--- src/rtl/reg_file_mp.sv ---
// reg_file_mp: parametrised multi-read-port integer register file for ID.
// Register 0 reads as zero. A write-first bypass feeds every read port.
// A per-register pending bit tracks outstanding writebacks. After a
// synchronous reset, a sweep loads one register per cycle with its init value.
module reg_file_mp #(
    parameter int XLEN      = 32,
    parameter int NREGS     = 32,
    parameter int NRD       = 2,
    parameter int INIT_MODE = 0,
    parameter int AW        = $clog2(NREGS)
) (
    input  logic                clk,
    input  logic                rst,
    input  logic [NRD*AW-1:0]   rs_addr,
    output logic [NRD*XLEN-1:0] rs_data,
    output logic [NRD-1:0]      rs_pending,
    input  logic                reg_write,
    input  logic [AW-1:0]       rd_addr,
    input  logic [XLEN-1:0]     wb_data,
    input  logic                issue_valid,
    input  logic [AW-1:0]       issue_rd,
    output logic                init_busy
);

    typedef enum logic {
        ST_INIT  = 1'b0,
        ST_READY = 1'b1
    } state_t;

    state_t              state_r;
    logic [AW-1:0]       init_ptr_r;
    logic [XLEN-1:0]     regs_r [NREGS];
    logic [NREGS-1:0]    pending_r;

    // An address is architecturally live only if it is non-zero and in range.
    function automatic logic addr_ok(input logic [AW-1:0] a);
        return (a != {AW{1'b0}}) && (32'(a) < 32'(NREGS));
    endfunction

    // Value loaded into register p during the reset sweep.
    function automatic logic [XLEN-1:0] init_value(input logic [AW-1:0] p);
        logic [XLEN-1:0] v;
        if (INIT_MODE == 1) begin
            v = XLEN'(p);
        end else begin
            v = {XLEN{1'b0}};
        end
        return v;
    endfunction

    assign init_busy = (state_r == ST_INIT);

    // Sweep FSM, register writes and scoreboard updates.
    always_ff @(posedge clk) begin
        if (rst) begin
            state_r    <= ST_INIT;
            init_ptr_r <= AW'(1);
            pending_r  <= {NREGS{1'b0}};
        end else begin
            case (state_r)
                ST_INIT: begin
                    regs_r[init_ptr_r] <= init_value(init_ptr_r);
                    init_ptr_r         <= init_ptr_r + AW'(1);
                    if (init_ptr_r == AW'(NREGS - 1)) begin
                        state_r <= ST_READY;
                    end
                end
                ST_READY: begin
                    if (reg_write && addr_ok(rd_addr)) begin
                        regs_r[rd_addr]    <= wb_data;
                        pending_r[rd_addr] <= 1'b0;
                    end
                    // Later assignment lets a new producer supersede the completing one.
                    if (issue_valid && addr_ok(issue_rd)) begin
                        pending_r[issue_rd] <= 1'b1;
                    end
                end
                default: begin
                    state_r    <= ST_INIT;
                    init_ptr_r <= AW'(1);
                    pending_r  <= {NREGS{1'b0}};
                end
            endcase
        end
    end

    genvar g;
    generate
        for (g = 0; g < NRD; g++) begin : g_rd
            logic [AW-1:0] addr_s;
            logic          hit_s;

            assign addr_s = rs_addr[g*AW +: AW];

            // Read mux with write-first bypass and pending-flag masking.
            always_comb begin
                rs_data[g*XLEN +: XLEN] = {XLEN{1'b0}};
                rs_pending[g]           = 1'b0;
                hit_s                   = 1'b0;
                if ((state_r == ST_READY) && addr_ok(addr_s)) begin
                    hit_s = reg_write && (rd_addr == addr_s);
                    if (hit_s) begin
                        rs_data[g*XLEN +: XLEN] = wb_data;
                    end else begin
                        rs_data[g*XLEN +: XLEN] = regs_r[addr_s];
                    end
                    rs_pending[g] = pending_r[addr_s] & ~hit_s;
                end else begin
                    rs_data[g*XLEN +: XLEN] = {XLEN{1'b0}};
                    rs_pending[g]           = 1'b0;
                end
            end
        end
    endgenerate

endmodule

--- config.mk ---
export PLATFORM = sky130hd
export DESIGN_NAME = reg_file_mp
export DESIGN_NICKNAME = d
export VERILOG_FILES = /design/src/rtl/reg_file_mp.sv
export SDC_FILE = /design/constraint.sdc
export NUM_CORES = 1
export LEC_CHECK = 0
export CORE_MARGIN = 10
export CORE_UTILIZATION = 50
export DETAILED_ROUTE_END_ITERATION = 8
export PLACE_DENSITY = 0.68
export SLEW_MARGIN = 30
export SYNTH_ARGS = -nofsm -noshare
export SYNTH_HDL_FRONTEND = slang
export SYNTH_SLANG_ARGS = --single-unit
--- constraint.sdc ---
create_clock -name clk -period 5.7 [get_ports clk]
set_clock_uncertainty 0.2 [all_clocks]
set_input_delay 1.14 -clock clk [delete_from_list [all_inputs] [get_ports clk]]
set_output_delay 1.14 -clock clk [all_outputs]
set_load 0.05 [all_outputs]
Word-level counts from Yosys, hierarchy flattened
Memories as Yosys holds them, arrays and structs flattened. Cells that the tools add are included.

Bits in registers: 38. RAM bits: 1024. Input port bits: 56. Word-level logic and storage cells: 67. Memories: 1.

Add/sub/neg operators: 1. $lt $le $gt $ge: 6. Equal/unequal tests: 3. Muxes and demuxes: 32. Bitwise gates (word level): 8. Reduce and logical (&&, ||, !) cells: 13.

Memory list: regs_r (depth 32, width 32, read ports 2, clocked after Yosys merged registers in 0, wr ports 1, RTL line 32) `logic [XLEN-1:0] regs_r [NREGS];`.

Operators with widths (number): $mux W32 (11); $and A32 B32 Y32 (1); $not A32 Y32 (1); $or A32 B32 Y32 (1); $reduce_or A32 Y1 (1); $lt A5 B6 Y1 const B (4); $reduce_bool A5 Y1 (4); $mux W1 (16); $bmux W1 S5 (2); $demux W1 S5 (2); $eq A5 B5 Y1 (2); $ge A5 B1 Y1 const B (2); $logic_and A1 B1 Y1 (8); $add A5 B1 Y5 const B (1); $eq A5 B5 Y1 const B (1); $mux W5 (1); $not A1 Y1 (3); $and A1 B1 Y1 (2).

Depth between registers and ports, before layout
Gate-level depths: netlist of the first run.

Depth in word-level cells: 11. Depth in mapped cells: 9. Gate-level depth less buffers: 5.

Worst setup path before layout of the first run
No wires, ideal clock.

Path type: input-to-reg. Start: input rd_addr[3]. End: memory regs_r[10][0] (enable). Setup time: 0.421 ns. Arrival: 4.107 ns. Path slack: 0.972 ns. Stages on the path: 7. Path buffers: 2. Cell sequence: buf_2 or3_4 o311a_4 buf_8 mux2i_4 or2b_2 nor2_1.

Word-level cells in the longest chain between the ends: 8.

Ends and longest elaborated chain: start, declared (RTL line 18) `input logic [AW-1:0] rd_addr,`; $reduce_bool A5 Y1 (RTL line 37) `return (a != {AW{1'b0}}) && (32'(a) < 32'(NREGS));`; $logic_and A1 B1 Y1 (RTL line 69) `if (reg_write && addr_ok(rd_addr)) begin`; $mux W1 (RTL line 69); $mux W1 (RTL line 60) `case (state_r)`; $mux W1 (RTL line 55) `if (rst) begin`; $mux W1 (implied by the code) (RTL line 70) `regs_r[rd_addr] <= wb_data;`; $reduce_or A32 Y1 (no source line); $mux W5 (no source line) or $mux W1 (tied branches); end, declared (RTL line 32).

Parallel ways exist; a longest one is shown, timed or not.

Worst setup path after layout of the first run
Start: input rs_addr[2]. End: output rs_data[27].

Word-level cells in the longest chain between the ends: 4.

Ends and longest elaborated chain: start, declared (RTL line 14) `input logic [NRD*AW-1:0] rs_addr,`; parallel branches: the longest is 3 deep, another holds $mem_v2 Z32 W32; $mux W32 * (RTL line 100) `if ((state_r == ST_READY) && addr_ok(addr_s)) begin`; end, declared (RTL line 15) `output logic [NRD*XLEN-1:0] rs_data,`.

Mark *: on every way between the ends.

==> qor.json, run 1 <==
{
  "setup_path": {
    "timing.critical_path.arrival_ps": 3970,
    "path_class": "input port to output port",
    "worst_path_most_repeated_cell": "buf_4",
    "critical_path.n_buffers_inverters": 5,
    "worstPathCellList": "clkdlybuf4s50_1, buf_4, inv_2, nor2_4, buf_12, a22oi_1, a21oi_1, a211o_1, buf_4",
    "cpPeakStageDelay_ps": 890,
    "critical-path-top-delay-family": "buffers and inverters",
    "endpoint_kind_of_the_worst_setup_timing_path": "output port",
    "startpoint_type": "input port",
    "required_ps": 4360,
    "crit_fanout": 27,
    "worst_path_max_delay_cell": "clkdlybuf4s50_1"
  },
  "global_route": {
    "initial_antenna_violation_count": 1,
    "first_global_vias": 33204,
    "grt.overflow.total": 0,
    "grt_pass1_wl_um": 229000,
    "grt_start_max_net_pins": 61,
    "gr-usage-all-layers": 0.275
  },
  "placed_design": {
    "dp_slack_ps": 492,
    "gp_congestion": 0.871,
    "dpl.cell_count": 4290,
    "io_buffers": 122,
    "dp.final_hpwl_um": 92200
  },
  "power": {
    "cell_internal_pwr_w": 0.0131,
    "power_switching_w": 0.00379,
    "pwr-share-clk": 0.422,
    "switching_share": 0.225,
    "ir_worst_vdd_v": 0.000309,
    "share_of_total_power_in_sequential_cells": 0.507,
    "total_leakage_power_nw": 18.3,
    "power.density_nw_per_um2": 292,
    "p_comb_frac": 0.072,
    "post-layout-total-power_w": 0.0169
  },
  "drt": {
    "wl_per_cell_um": 35.4,
    "drc": 0,
    "drtAntennaViolNets": 0,
    "detail_route.first_pass.iterations": 6,
    "post_drt_via_cell_ratio": 7.24,
    "drc_marker_count_from_the_first_detailed_route_iteration": 4153,
    "routed_wirelength_um": 159000,
    "via_count": 32495
  },
  "final_layout": {
    "postLayoutCoreUtil": 0.578,
    "stdcell_count": 4488,
    "mostFrequentLayoutCells": "edfxtp_1, mux2i_1, mux4_2, a221oi_1, o21ai_0",
    "antenna_cells": 0,
    "syn2layout_area_growth_pct": 14.7,
    "layout_cell_share_with_drive_strength_beyond_1": 0.252,
    "layout.cells.most_common": "edfxtp_1",
    "nNetsFinal": 3157
  },
  "clock_tree": {
    "cts-buffers-inserted": 104,
    "clk_root_buffer_cell": "clkbuf_16",
    "cts_post_setup_buffers_inserted": 0,
    "ctsLongestPathBuffers": 3,
    "hold_buffers": 0,
    "tritoncts": "built",
    "depth_of_the_cts_h_tree": 3,
    "clock_slew_at_the_register_clock_pins_of_the_worst_setup_and_hold_paths_ps": 60,
    "clock_insertion_delay_worst_skew_ps": 660,
    "cts-resized-gates": 0,
    "clock_sinks": 1062
  },
  "synthesis": {
    "netlist.top_cell.by_area": "edfxtp_1",
    "ys_seq_elements": 1062,
    "synth.area.top_cells": "edfxtp_1, mux4_2, mux2i_1, a221oi_1, a22oi_1",
    "ys.warnings.count": 0,
    "post_synth_inst_count": 2969,
    "ys.flop_type": "edfxtp_1",
    "synth-async-reset-ratio": 0,
    "synth_edf_count": 1024,
    "post_syn_nets": 3027,
    "ys_seq_area_frac": 0.624,
    "postSynthAreaPerCell_um2": 17.0,
    "post_synth_instance_area_um2": 50500,
    "yosys.cell_types.count": 50,
    "yosysTopAreaCellShare": 0.609
  },
  "floorplanning": {
    "core_um2": 100000,
    "die_w_um": 338,
    "floorplan.die_area_um2": 114000,
    "core.rowCount": 116,
    "chipHeight_um": 338,
    "floorplan.initialDensity": 0.504,
    "top_ports": 123
  },
  "timing": {
    "hold_viol": 0,
    "worst_slew_pin_slew_ps": 946,
    "setup_viol": 0,
    "grt_setup_unrepaired": "false",
    "setup_ws_ps": 393,
    "fin_crit_sh": 0.931,
    "max_clock_freq_mhz": 188,
    "fin_crit_ps": 5310,
    "final-max-slew-violation-count": 0,
    "slew_headroom": 0.369,
    "fin_setup_tns_ps": 0
  },
  "min_path": {
    "worstHoldPathType": "flip-flop to flip-flop"
  },
  "run": {
    "maxCapViolations": 0
  },
  "outcome": {
    "run_status": "completed"
  }
}
power by group through the flow:
stage | Sequential [W] | Combinational [W] | Clock (W)
6_report | 0.00856 | 0.00122 | 0.00712
5_1_grt | 0.00856 | 0.00126 | 0.00747
4_1_cts | 0.00856 | 0.00120 | 0.00715
3_5_place_dp | 0.00872 | 0.00120 | 0
3_3_place_gp | 0.00871 | 0.00119 | 0
2_1_floorplan | 0.00871 | 0.000760 | 0
per-layer routing:
metal,GRT usage,part of all wire
met1,0.361,0.36
met2,0.442,0.48
met3,0.0523,0.11
met4,0.132,0.050
met5,0,0
cells by family after synthesis:
logic type               share of synthesized area
multiplexers                                 0.233
AND/OR/NAND/NOR                             0.0200
adder cells (fa/ha/maj)                   0.000496
XOR/XNOR                                   0.00208
AO/OA/AOI/OAI                               0.0957
buffers and inverters                       0.0249
flip-flops                                   0.624
registers in the layout (all words and copies together), names as in the netlist:
name and count:
regs_r 1024, pending_r 32, init_ptr_r 5, state_r 1
metrics by stage:
step / area [um2] / hold slack [ps]
global route: 57900 / 306
floorplan: 50500 / 255
global placement: 54400 / 271
finish: 57900 / 298
detailed placement: 54400 / 282
CTS: 57900 / 293
final cells by class:
| type | instances | area [um2] |
|---|---|---|
| clock inverter | 74 | 785 |
| clock buffer | 123 | 2720 |
| fill | 7322 | 42200 |
| sequential | 1062 | 31500 |
| inverter | 9 | 33.8 |
| multi-input combinational | 1654 | 18100 |
| tap | 1298 | 1620 |
| timing repair buffer | 268 | 3160 |
synthesized netlist by cell type, types with 5 or more instances:
library cell / count
mux4_2: 342
a22oi_1: 126
nand3_1: 11
a21oi_1: 157
buf_6: 7
and2_1: 33
clkbuf_1: 125
nor2_1: 59
nand2_1: 43
xnor2_1: 9
dfxtp_1: 38
mux2i_1: 389
inv_1: 5
buf_4: 43
buf_2: 60
edfxtp_1: 1024
mux2i_4: 5
o21ai_0: 158
buf_1: 6
nand2b_1: 9
nor2b_1: 13
a221oi_1: 188
a211o_1: 62
worst paths after layout:
kind	startpoint	end	slack (ps)	depth (start not counted)
setup / recovery	rs_addr[2]	rs_data[27]	390	9
hold / removal	pending_r[0]	pending_r[0]	300	1
setup reg to reg	state_r	regs_r[18][9]	2030	6
hold reg to reg	pending_r[0]	pending_r[0]	300	1
(Power assumes the default switching activity.)
==> run 2, diff against run 1 <==
CORE_MARGIN = 2   (was 10)
==> qor.json, run 2 (synthesis results as in run 1) <==
{
  "clock_tree": {
    "cts-buffers-inserted": {"value": 108, "change": "+3.8%"},
    "cts-resized-gates": {"value": 0, "change": "unchanged"},
    "clock_sinks": {"value": 1062, "change": "unchanged"},
    "cts_post_setup_buffers_inserted": {"value": 0, "change": "unchanged"},
    "depth_of_the_cts_h_tree": {"value": 3, "change": "unchanged"},
    "tritoncts": "built",
    "hold_buffers": {"value": 0, "change": "unchanged"},
    "ctsLongestPathBuffers": {"value": 3, "change": "unchanged"},
    "clk_root_buffer_cell": "clkbuf_16",
    "clock_insertion_delay_worst_skew": {"value": 680, "unit": "ps", "change": "+20 ps"},
    "clock_slew_at_the_register_clock_pins_of_the_worst_setup_and_hold_paths": {"value": 60, "unit": "ps", "change": "about the same"}
  },
  "floorplanning": {
    "floorplan.initialDensity": {"value": 0.504, "change": "unchanged"},
    "floorplan.die_area": {"value": 104000, "unit": "um2", "change": "-9.3%"},
    "core.rowCount": {"value": 116, "change": "unchanged"},
    "top_ports": {"value": 123, "change": "unchanged"},
    "core": {"value": 100000, "unit": "um2", "change": "unchanged"},
    "die_w": {"value": 322, "unit": "um", "change": "-4.7%"},
    "chipHeight": {"value": 322, "unit": "um", "change": "-4.7%"}
  },
  "global_route": {
    "grt.overflow.total": {"value": 0, "change": "unchanged"},
    "first_global_vias": {"value": 33512, "change": "+0.93%"},
    "grt_pass1_wl": {"value": 232000, "unit": "um", "change": "+1.2%"},
    "grt_start_max_net_pins": {"value": 70, "change": "+15%"},
    "gr-usage-all-layers": {"value": 0.310, "change": "+0.0349"},
    "initial_antenna_violation_count": {"value": 1, "change": "unchanged"}
  },
  "setup_path": {
    "timing.critical_path.arrival": {"value": 3870, "unit": "ps", "change": "-100 ps"},
    "crit_fanout": {"value": 54, "change": "+100%"},
    "cpPeakStageDelay": {"value": 590, "unit": "ps", "change": "-300 ps"},
    "worst_path_most_repeated_cell": "buf_4",
    "worst_path_max_delay_cell": "clkdlybuf4s50_1",
    "endpoint_kind_of_the_worst_setup_timing_path": "output port",
    "path_class": "input port to output port",
    "worst_r2r_endpoint": "regs_r[2][7]",
    "r2r_start": "state_r",
    "required": {"value": 4360, "unit": "ps", "change": "about the same"},
    "worstPathCellList": "clkdlybuf4s50_1, buf_4, nor2b_4, buf_12, a221oi_1, o21ai_0, a21oi_1, a211o_1, buf_4",
    "crit_start": "rs_addr[2]",
    "startpoint_type": "input port",
    "worst_r2r_path_depth": {"value": 6, "change": "unchanged"},
    "reg2reg_slack": {"value": 1980, "unit": "ps", "change": "-50 ps"}
  },
  "final_layout": {
    "registers.top_by_ff_count": "regs_r",
    "antenna_cells": {"value": 0, "change": "unchanged"},
    "number_of_flip_flops_in_the_largest_register": {"value": 1024, "change": "unchanged"},
    "mostFrequentLayoutCells": "edfxtp_1, mux2i_1, mux4_2, a221oi_1, o21ai_0",
    "layout_cell_share_with_drive_strength_beyond_1": {"value": 0.255, "change": "+0.00313"},
    "syn2layout_area_growth": {"value": 14.7, "unit": "%", "change": "about the same"},
    "postLayoutCoreUtil": {"value": 0.578, "change": "about the same"},
    "largestRegisters": "regs_r (1024), pending_r (32), init_ptr_r (5)",
    "num-fill-cells": {"value": 7445, "change": "+1.7%"},
    "layout.cells.most_common": "edfxtp_1",
    "nNetsFinal": {"value": 3167, "change": "+0.32%"}
  },
  "timing": {
    "fin_crit_sh": {"value": 0.914, "change": "-0.0171"},
    "fin_setup_tns": {"value": 0, "unit": "ps", "change": "unchanged"},
    "final-max-slew-violation-count": {"value": 0, "change": "unchanged"},
    "post_route_hold_slack": {"value": 290, "unit": "ps", "change": "-8.68 ps"},
    "hold_viol": {"value": 0, "change": "unchanged"},
    "slew_headroom": {"value": 0.456, "change": "+0.0870"},
    "fin_crit": {"value": 5210, "unit": "ps", "change": "-97.6 ps"},
    "setup_viol": {"value": 0, "change": "unchanged"},
    "worst_slew_pin_slew": {"value": 800, "unit": "ps", "change": "-146 ps"},
    "max_clock_freq": {"value": 192, "unit": "MHz", "change": "+1.9%"},
    "grt_setup_unrepaired": "false"
  },
  "drt": {
    "dr_wl_met2": {"value": 77000, "unit": "um", "change": "+1.3%"},
    "drc": {"value": 0, "change": "unchanged"},
    "wl_per_cell": {"value": 36.0, "unit": "um", "change": "+1.7%"},
    "maxUsedRoutingLayer": "met5",
    "post_drt_via_cell_ratio": {"value": 7.36, "change": "+1.6%"},
    "detail_route.first_pass.iterations": {"value": 8, "change": "+2"},
    "drc_marker_count_from_the_first_detailed_route_iteration": {"value": 4314, "change": "+3.9%"},
    "met3_wirelength": {"value": 17700, "unit": "um", "change": "-0.46%"},
    "routed_wirelength": {"value": 162000, "unit": "um", "change": "+1.7%"},
    "drtAntennaViolNets": {"value": 0, "change": "unchanged"},
    "via_count": {"value": 33042, "change": "+1.7%"},
    "m1WireLength": {"value": 58800, "unit": "um", "change": "+2.8%"}
  },
  "power": {
    "ir_worst_vdd": {"value": 0.000263, "unit": "V", "change": "-15%"},
    "power.density": {"value": 295, "unit": "nW/um2", "change": "+1.2%"},
    "total_leakage_power": {"value": 18.3, "unit": "nW", "change": "+0.29%"}
  },
  "min_path": {
    "whs_path_depth": {"value": 1, "change": "unchanged"},
    "hold_path_startpoint": "pending_r[0]",
    "worstHoldPathType": "flip-flop to flip-flop",
    "end_of_the_worst_hold_path": "pending_r[0]"
  },
  "run": {
    "maxCapViolations": {"value": 0, "change": "unchanged"}
  },
  "placed_design": {
    "gp_congestion": {"value": 0.865, "change": "-0.71%"},
    "io_buffers": {"value": 122, "change": "unchanged"},
    "dp.final_hpwl": {"value": 91200, "unit": "um", "change": "-1.1%"}
  },
  "outcome": {
    "run_status": "completed"
  }
}
[run 2: cell count changes in the layout (fill, tap and decap cells not counted), moves of 2 or more]
cell       change
clkbuf_16      +6
buf_12        -16
buf_4         +23
and2_1         +2
clkbuf_1       -3
clkbuf_8       +4
clkinv_1       -6
and2_2         -2
[run 2: layout make-up]
type                       instances  area [um2]  area share
sequential                      1062       31500       0.544
multi-input combinational       1654       18100       0.312
clock inverter                    65         711      0.0123
timing repair buffer             274        3010      0.0519
clock buffer                     130        2910      0.0503
tap                             1298        1620      0.0281
inverter                           9        33.8    0.000584
[run 2: routing by layer]
layer  vias to the layer above  GRT usage
met3                       553     0.0595
met5                         -          0
met2                      2515      0.498
li1                      12903          -
met4                         2      0.146
met1                     17069      0.411
[run 2: power breakdown]
group	internal (W)	total [W]	switching [W]	leakage, nW
combinational	0.000480	0.00121	0.000731	8.22
clock	0.00426	0.00731	0.00305	1.76
sequential	0.00852	0.00856	0.0000383	8.33
total	0.0133	0.0171	0.00382	18.3
[run 2: critical path, delay by kind of cell]
family | cells | cell delay (ps)
compound gates | 4 | 1180
buf+inv | 4 | 1410
simple gates | 1 | 90
[run 2: how the worst max path moves through the flow]
stage	cells after the start	end	slack [ps]
after floorplan	7	regs_r[10][0]	970
after global placement	9	rs_data[10]	600
after detailed placement	9	rs_data[10]	580
after CTS	9	rs_data[10]	570
after global routing	9	rs_data[9]	500
final	9	rs_data[10]	490
[run 2: through the flow]
step | area [um2] | instances | worst slack (ps) | total power [W]
global placement | 54200 | 4297 | 596 | 0.00988
finish | 57900 | 4492 | 490 | 0.0171
CTS | 57800 | 4492 | 571 | 0.0171
floorplan | 50500 | 2969 | 972 | 0.00947
detailed placement | 54200 | 4297 | 576 | 0.00991
global route | 57900 | 4492 | 499 | 0.0175
